[src/rtl/serial_word_collector.sv]
// Receive end of a bit-select serial line: collects WIDTH addressed bits into a
// word, presents it with a valid/ack handshake and flags duplicate/overrun errors.
module serial_word_collector #(
  parameter int unsigned WIDTH  = 16,
  parameter int unsigned SEL_W  = 4,
  parameter bit          INVERT = 1'b1
) (
  input  logic             clk_pad,
  input  logic             rst_pad,
  input  logic             ser_pad,
  input  logic             en_n_pad,
  input  logic [SEL_W-1:0] sel_pad,
  input  logic             ack_pad,
  input  logic             err_clr_pad,
  output logic [WIDTH-1:0] word_pad,
  output logic             valid_pad,
  output logic [SEL_W:0]   cnt_pad,
  output logic             dup_err_pad,
  output logic             ovr_pad
);

  typedef enum logic {COLLECT, FULL} state_e;

  state_e             state_q, state_d;
  logic [WIDTH-1:0]   word_q, word_d;
  logic [WIDTH-1:0]   mask_q, mask_d;
  logic [SEL_W:0]     cnt_q, cnt_d;
  logic               dup_q, dup_d;
  logic               ovr_q, ovr_d;

  logic               sample;
  logic               bit_val;
  logic               rel;
  logic [WIDTH-1:0]   mask_base;
  logic [SEL_W:0]     cnt_base;

  always_ff @(posedge clk_pad) begin
    if (rst_pad) state_q <= COLLECT;
    else         state_q <= state_d;
  end

  always_comb begin
    state_d = state_q;
    case (state_q)
      COLLECT: if (!en_n_pad && !mask_q[sel_pad] &&
                   cnt_q == (SEL_W+1)'(WIDTH - 1)) state_d = FULL;
      FULL:    if (ack_pad) state_d = COLLECT;
      default: state_d = COLLECT;
    endcase
  end

  // A release (FULL with ack) restarts from an empty mask, so a sample on the
  // same edge becomes the first bit of the next word instead of an overrun.
  always_comb begin
    sample    = !en_n_pad;
    bit_val   = ser_pad ^ INVERT;
    rel       = (state_q == FULL) && ack_pad;
    mask_base = rel ? '0 : mask_q;
    cnt_base  = rel ? '0 : cnt_q;
    word_d    = word_q;
    mask_d    = mask_base;
    cnt_d     = cnt_base;
    dup_d     = dup_q;
    ovr_d     = ovr_q;
    if (sample && (state_q == COLLECT || ack_pad)) begin
      word_d[sel_pad] = bit_val;
      mask_d[sel_pad] = 1'b1;
      if (mask_base[sel_pad]) dup_d = 1'b1;
      else                    cnt_d = cnt_base + (SEL_W+1)'(1);
    end
    if (sample && state_q == FULL && !ack_pad) ovr_d = 1'b1;
    if (err_clr_pad) begin
      dup_d = 1'b0;
      ovr_d = 1'b0;
    end
  end

  always_ff @(posedge clk_pad) begin
    if (rst_pad) begin
      word_q <= '0;
      mask_q <= '0;
      cnt_q  <= '0;
      dup_q  <= 1'b0;
      ovr_q  <= 1'b0;
    end else begin
      word_q <= word_d;
      mask_q <= mask_d;
      cnt_q  <= cnt_d;
      dup_q  <= dup_d;
      ovr_q  <= ovr_d;
    end
  end

  always_comb begin
    valid_pad   = (state_q == FULL);
    word_pad    = word_q;
    cnt_pad     = cnt_q;
    dup_err_pad = dup_q;
    ovr_pad     = ovr_q;
  end

endmodule

[config.mk]
export PLATFORM = sky130hd
export DESIGN_NAME = serial_word_collector
export DESIGN_NICKNAME = d
export VERILOG_FILES = /design/src/rtl/serial_word_collector.sv
export SDC_FILE = /design/constraint.sdc
export NUM_CORES = 1
export LEC_CHECK = 0
export BUFFER_PORTS_ARGS = -buffer_cell sky130_fd_sc_hd__buf_2
export CAP_MARGIN = 5
export CORE_MARGIN = 2
export CORE_UTILIZATION = 25
export CTS_CLUSTER_DIAMETER = 80
export DETAILED_ROUTE_END_ITERATION = 8
export GPL_ROUTABILITY_DRIVEN = 0
export SETUP_SLACK_MARGIN = 0.05
export SYNTH_ARGS = -nofsm -noshare
export SYNTH_HDL_FRONTEND = slang
export SYNTH_SLANG_ARGS = --single-unit
[constraint.sdc]
create_clock -name clk_pad -period 3.16 [get_ports clk_pad]
set_input_delay 0.948 -clock clk_pad [delete_from_list [all_inputs] [get_ports clk_pad]]
set_output_delay 0.948 -clock clk_pad [all_outputs]
set_load 0.01 [all_outputs]
; ---- After elaboration in Yosys (flattened, before gate mapping)
; Cells that the tools add are included.
[word_totals]
register_bits = 40
out_inout_bits = 24
elab_cells = 41
inputBits = 10
[classes]
n_eq_ne = 1
magnitude_cmp = 2
bitwise = 3
n_reduce_logical = 13
add_sub_neg = 1
n_mux = 15
[ops]
columns = operator, n
row1 = $mux 16, 2
row2 = $bwmux 16, 1
row3 = $or 16x16->16, 1
row4 = $mux 5, 3
row5 = $bmux 1 s4, 2
row6 = $logic_and 1x1->1, 7
row7 = $add 5x1->5 const B, 1
row8 = $eq 5x4->1 const B, 1
row9 = $lt 4x5->1 const B, 1
row10 = $mux 1, 5
row11 = $demux 1 s4, 1
row12 = $ge 4x1->1 const B, 1
row13 = $logic_not 1->1, 3
row14 = $not 1->1, 2
row15 = $pmux 1 s2, 1
row16 = $reduce_and 2->1, 1
row17 = $reduce_or 2->1, 1
row18 = $logic_or 1x1->1, 1

; ---- Logic depth before layout (Yosys ltp)
; Gate-level depths: netlist of the first run.
[logic_depth]
ltp_word = 7
mapped_depth = 6
ltp_nobuf = 6

; ---- Worst setup path after synthesis of the first run
; OpenSTA, ideal clock, no wires.
[synth_path]
path_kind = input -> register
from = input sel_pad[0]
to = register cnt_q[4], in the netlist cnt_pad[4]
path_stages = 5
arrival_time_ns = 2.612
t_required_ns = 3.074
path_buffers = 1
setup_ns = 0.086
path_slack_ns = 0.462
path_cell_list = buf_6 > mux4_2 > mux4_2 > or3_1 > a221oi_2
[synth_via]
elab_chain_len = 4
[synth_rtl]
columns = element, line
row1 = from (decl), 12  ; input logic [SEL_W-1:0] sel_pad,
row2 = $bmux 1 s4, 68  ; if (mask_base[sel_pad]) dup_d = 1'b1;
row3 = $mux 1 (implied by the code), 68
row4 = $mux 5, 68
row5 = $mux 5, 65  ; if (sample && (state_q == COLLECT || ack_pad)) begin
row6 = to (signal assigned), 88  ; cnt_q <= cnt_d;
row7 = to (decl), 27  ; logic [SEL_W:0] cnt_q, cnt_d;
; No other way between the ends. The select of a mux whose other input is x is not followed.
; A chain may end at the register's enable or synchronous reset.

; ---- Worst setup path after layout of the first run
[layout_path]
from = input sel_pad[0]
to = register state_q, in the netlist valid_pad
[layout_via]
elab_chain_len = 7
[layout_rtl]
columns = element, line
row1 = $bmux 1 s4, 45  ; COLLECT: if (!en_n_pad && !mask_q[sel_pad] &&
row2 = $mux 1 (implied by the code), 45
row3 = $logic_not 1->1, 45
row4 = $logic_and 1x1->1 (2 in series), 45
row5 = $mux 1, 45
row6 = $pmux 1 s2, 44  ; case (state_q)
row7 = to (signal assigned), 39  ; else state_q <= state_d;
row8 = to (decl), 24  ; state_e state_q, state_d;
; No other way between the ends. The select of a mux whose other input is x is not followed.

==> results of run 1 <==
==> sequential cells by signal, summed over array words and instances, names as in the netlist <==
register and cells:
word_pad 16, cnt_pad 5, ovr_pad 1, dup_err_pad 1
mask_q 16, valid_pad 1
==> metal layers <==
metal / part of all wire / vias to the layer above
li1: - / 718
met1: 0.49 / 731
met2: 0.44 / 47
met3: 0.053 / 4
met4: 0.0074 / 0
met5: 0 / -
==> where the power goes <==
| group | leakage, nW | switching (mW) | internal, mW | total (mW) |
|---|---|---|---|---|
| Combinational | 0.411 | 0.0588 | 0.0370 | 0.0958 |
| Clock | 0.0434 | 0.181 | 0.177 | 0.358 |
| Sequential | 0.324 | 0.00657 | 0.515 | 0.521 |
==> per-stage QoR <==
step / total power, mW / hold slack (ns) / cells
global placement: 0.628 / 0.474 / 276
floorplan: 0.597 / 0.474 / 174
global route: 1.02 / 0.542 / 284
detailed placement: 0.629 / 0.491 / 276
CTS: 0.988 / 0.505 / 284
finish: 0.975 / 0.493 / 284
==> cell usage after synthesis, types with 2 or more instances <==
| master | instances | share of area |
|---|---|---|
| nor2_1 | 20 | 0.044 |
| mux4_2 | 5 | 0.065 |
| buf_6 | 2 | 0.013 |
| a21oi_1 | 22 | 0.064 |
| nor3_1 | 2 | 0.0058 |
| a311oi_1 | 16 | 0.081 |
| nand2b_1 | 2 | 0.0073 |
| or3_1 | 2 | 0.0073 |
| nor4b_1 | 2 | 0.010 |
| nand3_1 | 2 | 0.0058 |
| a22oi_1 | 16 | 0.070 |
| inv_1 | 2 | 0.0044 |
| clkbuf_1 | 17 | 0.037 |
| and2_1 | 3 | 0.011 |
| dfxtp_1 | 40 | 0.47 |
| nor2b_1 | 2 | 0.0073 |
| o211ai_1 | 2 | 0.0087 |
==> kinds of logic after synthesis <==
group           count (synthesis)
compound gates                 63
simple gates                   43
flops                          40
buf+inv                        22
mux                             5
fa+ha+maj                       1
==> tightest hold or removal path, delay by kind of cell (launching register included) <==
family	cells	cell delay (ns)
flip-flops	1	0.31
AND/OR/NAND/NOR	2	0.14
==> area by class of cell <==
class	count	share of cell area
inverters	2	0.00361
clock inverters	2	0.00722
flip-flops and latches	40	0.385
multi-input cells	112	0.404
clock buffers	6	0.0397
well taps	80	0.0481
repair buffers	42	0.112
==> worst max path at each step <==
stage                     cells after the start        from         end
after global placement                        5  sel_pad[0]   valid_pad
after CTS                                     5  sel_pad[0]   valid_pad
after detailed placement                      5  sel_pad[0]   valid_pad
after global routing                          6  sel_pad[0]  cnt_pad[0]
final                                         5  sel_pad[0]   valid_pad
after floorplan                               5  sel_pad[0]  cnt_pad[4]
==> flow_summary.json, run 1 <==
{
  "status": "completed",
  "crit_chain": "buf_2, mux4_2, mux4_2, or4b_1, a21oi_1",
  "slew_viol_final": 0,
  "synthCells": 174,
  "pre_cts_slack_ns": 0.211,
  "yosys_warnings": 0,
  "synth_seq_cells": 40,
  "dpl_cell_area_sq_um": 1980,
  "ys.flop_type": "dfxtp_1",
  "grt_pass1_wl_um": 7110,
  "syn_nets": 185,
  "critical_path_buf_inv_count": 1,
  "critPathTopFamily": "multiplexers",
  "rsz0062_at_grt": "false",
  "reg2regPathDepth": 4,
  "floorplan.initialDensity": 0.256,
  "antenna_cells": 0,
  "first_pass_iters": 4,
  "synth_fa_ha_area_frac": 0.00727,
  "ir_drop_mv": 0.196,
  "use_met3": 0.0322,
  "tightest_slew_ns": 0.473,
  "ys_types": 34,
  "hold_path_end": "ovr_pad",
  "cp_max_fo": 8,
  "drt_iter0_drc": 94,
  "cts_buffers": 5,
  "synth_top_family_by_area": "compound AO/OA/AOI/OAI gates",
  "slew_headroom": 0.685,
  "design_area_sq_um": 2080,
  "hold_start": "ovr_pad",
  "clockRootBuffer": "clkbuf_8",
  "syn2layout_area_growth_pct": 20.9,
  "final_cell_mix": "40 x dfxtp_1, 33 x buf_2, 22 x a21oi_1",
  "rr_startpoint": "mask_q[15]",
  "fin_ws_ns": 0.512,
  "syn_area_sq_um": 1720,
  "htreeDepth": 2,
  "final_core_util": 0.309,
  "grt_max_degree": 23,
  "totalWireLength_um": 4160,
  "r2r_end": "valid_pad",
  "ios": 34,
  "period_needed_ns": 2.65,
  "grt_pass1_vias": 1412,
  "power_density_nw_per_um2": 469,
  "post_drt_wl_per_cell_um": 14.7,
  "antenna_left": 0,
  "clockBufferDepth": 2,
  "dieArea_sq_um": 7560,
  "die_w_um": 87.0,
  "cp-start-kind": "input pin",
  "required_ns": 3.39,
  "synth_compound_area_frac": 0.273,
  "grt_busiest_layer": "met2",
  "antenna_found_initial": 0,
  "clock_sinks": 40,
  "finalHoldViolations": 0,
  "register_area_sq_um": 801,
  "ys_seq_area_frac": 0.465,
  "grt_usage": 0.117,
  "fillers": 680,
  "cts_setup_buffers": 0,
  "place_hpwl_um": 2840,
  "grt_remaining_overflow": 0,
  "hold_depth": 2,
  "cp.arrival_ns": 2.87,
  "fin_skew_ns": 0.00188,
  "max_stage_delay_ns": 0.57,
  "rows": 30,
  "finalCritPeriodShare": 0.838,
  "grt_use_met2": 0.176,
  "power_leakage_nw": 0.778,
  "io_buffers": 33,
  "hold_class": "reg2reg",
  "setup_viol": 0,
  "synthXorXnorAreaFrac": 0,
  "synthArstFlopShare": 0,
  "multi_input_area_sq_um": 841,
  "post_cts_resize_count": 0,
  "cts_hold_buf": 0,
  "synth_edf_count": 0,
  "met1_usage": 0.165,
  "critPathKind": "in2reg",
  "drc_errors": 0,
  "viasPerCell": 5.28,
  "clk_latency_ns": 0.29,
  "die_h_um": 87.0,
  "tns_ns": 0,
  "critPathCaptureType": "flop",
  "max_freq_mhz": 378,
  "route.vias.total": 1500,
  "crit_slowest_cell": "mux4_2",
  "layout_commonest_cell": "dfxtp_1",
  "syn_avg_cell_area_sq_um": 9.89,
  "synth_simple_gate_area_frac": 0.132,
  "path_common_cell": "mux4_2",
  "drive_gt1_frac": 0.294,
  "clkTransAtPathRegs_ns": 0.08,
  "cts_tree": "built",
  "ff2ff_setup_slack_ns": 1.10,
  "synth_mux_area_frac": 0.0655,
  "core_sq_um": 6720,
  "fin_nets": 214,
  "maxCapViolations": 0
}
No activity file was read; power rests on OpenSTA's default activity.
==> run 2: changes to the inputs <==
ABC_AREA = 1   (was unset)
clock period = 2.34 ns   (was 3.16 ns; I/O delays follow)
==> run 2 against run 1 <==
Clock power increased by 67%. Final area increased by 9.3%. Global-route usage increased by 0.51 points. Synthesized area increased by 8.9%. Clock-buffer cell count decreased by 1. Non-clock buffer count decreased by 5. Via count increased by 22%. Register-to-register slack got worse by 0.51 ns. Total power increased by 49%. Highest routed layer unchanged. Sequential cell count unchanged. Worst setup slack got worse by 0.10 ns. Die area increased by 8.5%. Critical endpoint is now cnt_pad[4].
==> flow_summary.json, run 2 <==
{
  "cts_tree": "built",
  "ys_seq_area_frac": 0.428,
  "cp_max_fo": 22,
  "dpl_cell_area_sq_um": 2160,
  "core_sq_um": 7250,
  "totalWireLength_um": 4770,
  "hold_start": "ovr_pad",
  "first_pass_iters": 4,
  "synth.area.top_cells": "dfxtp_1 43%, nand2_1 12%, nor2_1 10%",
  "period_needed_ns": 1.93,
  "dp_cells": 414,
  "power_density_nw_per_um2": 638,
  "synthArstFlopShare": 0,
  "design_area_sq_um": 2270,
  "ios": 34,
  "post_drt_wl_per_cell_um": 11.3,
  "max_stage_delay_ns": 0.33,
  "antenna_cells": 0,
  "reg2regPathDepth": 11,
  "finalNonFillerCells": 422,
  "critPathKind": "in2reg",
  "whs_ns": 0.444,
  "floorplan.initialDensity": 0.258,
  "yosysMostFrequentCell": "nand2_1",
  "slew_headroom": 0.631,
  "io_buffers": 33,
  "drt_iter0_drc": 134,
  "syn2layout_area_growth_pct": 21.3,
  "finalCritPeriodShare": 0.826,
  "drc_errors": 0,
  "cp.arrival_ns": 2.13,
  "crit_chain": "buf_2, nand2_2, inv_1, nor2_1, ha_1, inv_1, nor2_1, nand3_1, inv_1, nand3_1, nand2_1, nor2_1",
  "ir_drop_mv": 0.237,
  "clk_latency_ns": 0.31,
  "viasPerCell": 4.33,
  "route.vias.total": 1829,
  "clock_sinks": 40,
  "cts_hold_buf": 0,
  "critical_path_buf_inv_count": 4,
  "power_leakage_nw": 1.06,
  "crit_slowest_cell": "nand2_2",
  "synth_top_area_share": 0.428,
  "rsz0062_at_grt": "false",
  "tns_ns": 0,
  "hold_path_end": "ovr_pad",
  "required_ns": 2.54,
  "cts_buffers": 5,
  "max_freq_mhz": 518,
  "die_h_um": 90.6,
  "hold_depth": 2,
  "rr_startpoint": "valid_pad",
  "synthCells": 286,
  "synth_edf_count": 0,
  "synthTopCellsByCount": "62 x nand2_1, 50 x nor2_1, 42 x inv_1",
  "rows": 31,
  "maxCapViolations": 0,
  "grt_remaining_overflow": 0,
  "grt_pass1_vias": 1708,
  "synth_top_area_cell": "dfxtp_1",
  "setup_viol": 0,
  "ys.flop_type": "dfxtp_1",
  "r2r_end": "cnt_pad[4]",
  "syn_avg_cell_area_sq_um": 6.55,
  "antenna_left": 0,
  "final_core_util": 0.313,
  "grt_usage": 0.122,
  "cp-start-kind": "input pin",
  "clkTransAtPathRegs_ns": 0.08,
  "ff2ff_setup_slack_ns": 0.59,
  "antenna_found_initial": 0,
  "clockBufferDepth": 2,
  "clockRootBuffer": "clkbuf_8",
  "layout_commonest_cell": "nand2_1",
  "slew_viol_final": 0,
  "total_power_mw": 1.45,
  "post_cts_resize_count": 0,
  "pre_cts_slack_ns": 0.101,
  "place_hpwl_um": 3570,
  "syn_nets": 297,
  "die_w_um": 90.6,
  "syn_area_sq_um": 1870,
  "finalHoldViolations": 0,
  "hold_class": "reg2reg",
  "critPathCaptureType": "flop",
  "final_cell_mix": "62 x nand2_1, 50 x nor2_1, 42 x inv_1",
  "synth_seq_cells": 40,
  "cts_setup_buffers": 0,
  "fin_ws_ns": 0.408,
  "fin_skew_ns": 0.00500,
  "htreeDepth": 2,
  "tightest_slew_ns": 0.554,
  "grt_max_degree": 23,
  "yosys_warnings": 0,
  "status": "completed",
  "grt_pass1_wl_um": 8220,
  "drive_gt1_frac": 0.158,
  "critPathTopFamily": "simple AND/OR/NAND/NOR gates",
  "dieArea_sq_um": 8200,
  "fin_nets": 333,
  "ys_types": 20
}
## run 2: how the worst max path moves through the flow
stage | from | to | slack [ns] | depth (start not counted)
6_report | ack_pad | cnt_pad[4] | 0.41 | 12
5_1_grt | ack_pad | cnt_pad[4] | 0.19 | 12
4_1_cts | ack_pad | cnt_pad[4] | 0.42 | 12
3_5_place_dp | ack_pad | cnt_pad[4] | 0.10 | 12
3_3_place_gp | ack_pad | cnt_pad[4] | 0.17 | 12
2_1_floorplan | ack_pad | cnt_pad[4] | 0.45 | 12
## run 2: power breakdown
group,leakage [nW],switching (mW),internal [mW]
logic,0.681,0.0994,0.0487
registers,0.324,0.00821,0.696
clock network,0.0548,0.276,0.322
total,1.06,0.384,1.07
## run 2: logic make-up after synthesis
kind of cell,share of synthesized area
AND/OR/NAND/NOR,0.285
buffers and inverters,0.105
adder cells (fa/ha/maj),0.00668
AO/OA/AOI/OAI,0.176
flip-flops,0.428
## run 2: cell type report
class | count | area (sq um)
multi-input combinational | 195 | 876
inverter | 43 | 161
tap | 99 | 124
fill | 829 | 4980
clock inverter | 3 | 46.3
sequential | 40 | 801
clock buffer | 5 | 68.8
timing repair buffer | 37 | 195
## run 2: metal layers
metal / wire (um) / global-route usage / up-vias
met3: 330 / 0.0376 / 5
met4: 53 / 0.0346 / 0
met2: 1920 / 0.174 / 53
met5: 0 / 0 / -
li1: - / - / 977
met1: 2460 / 0.176 / 794
## run 2: worst register-to-register path, cell delays in order, from the launching register on
cell	delay [ns]
dfxtp_1	0.33
nand2_2	0.33
inv_1	0.11
nor2_1	0.15
ha_1	0.16
inv_1	0.04
nor2_1	0.16
nand3_1	0.09
inv_1	0.08
nand3_1	0.08
nand2_1	0.07
nor2_1	0.05
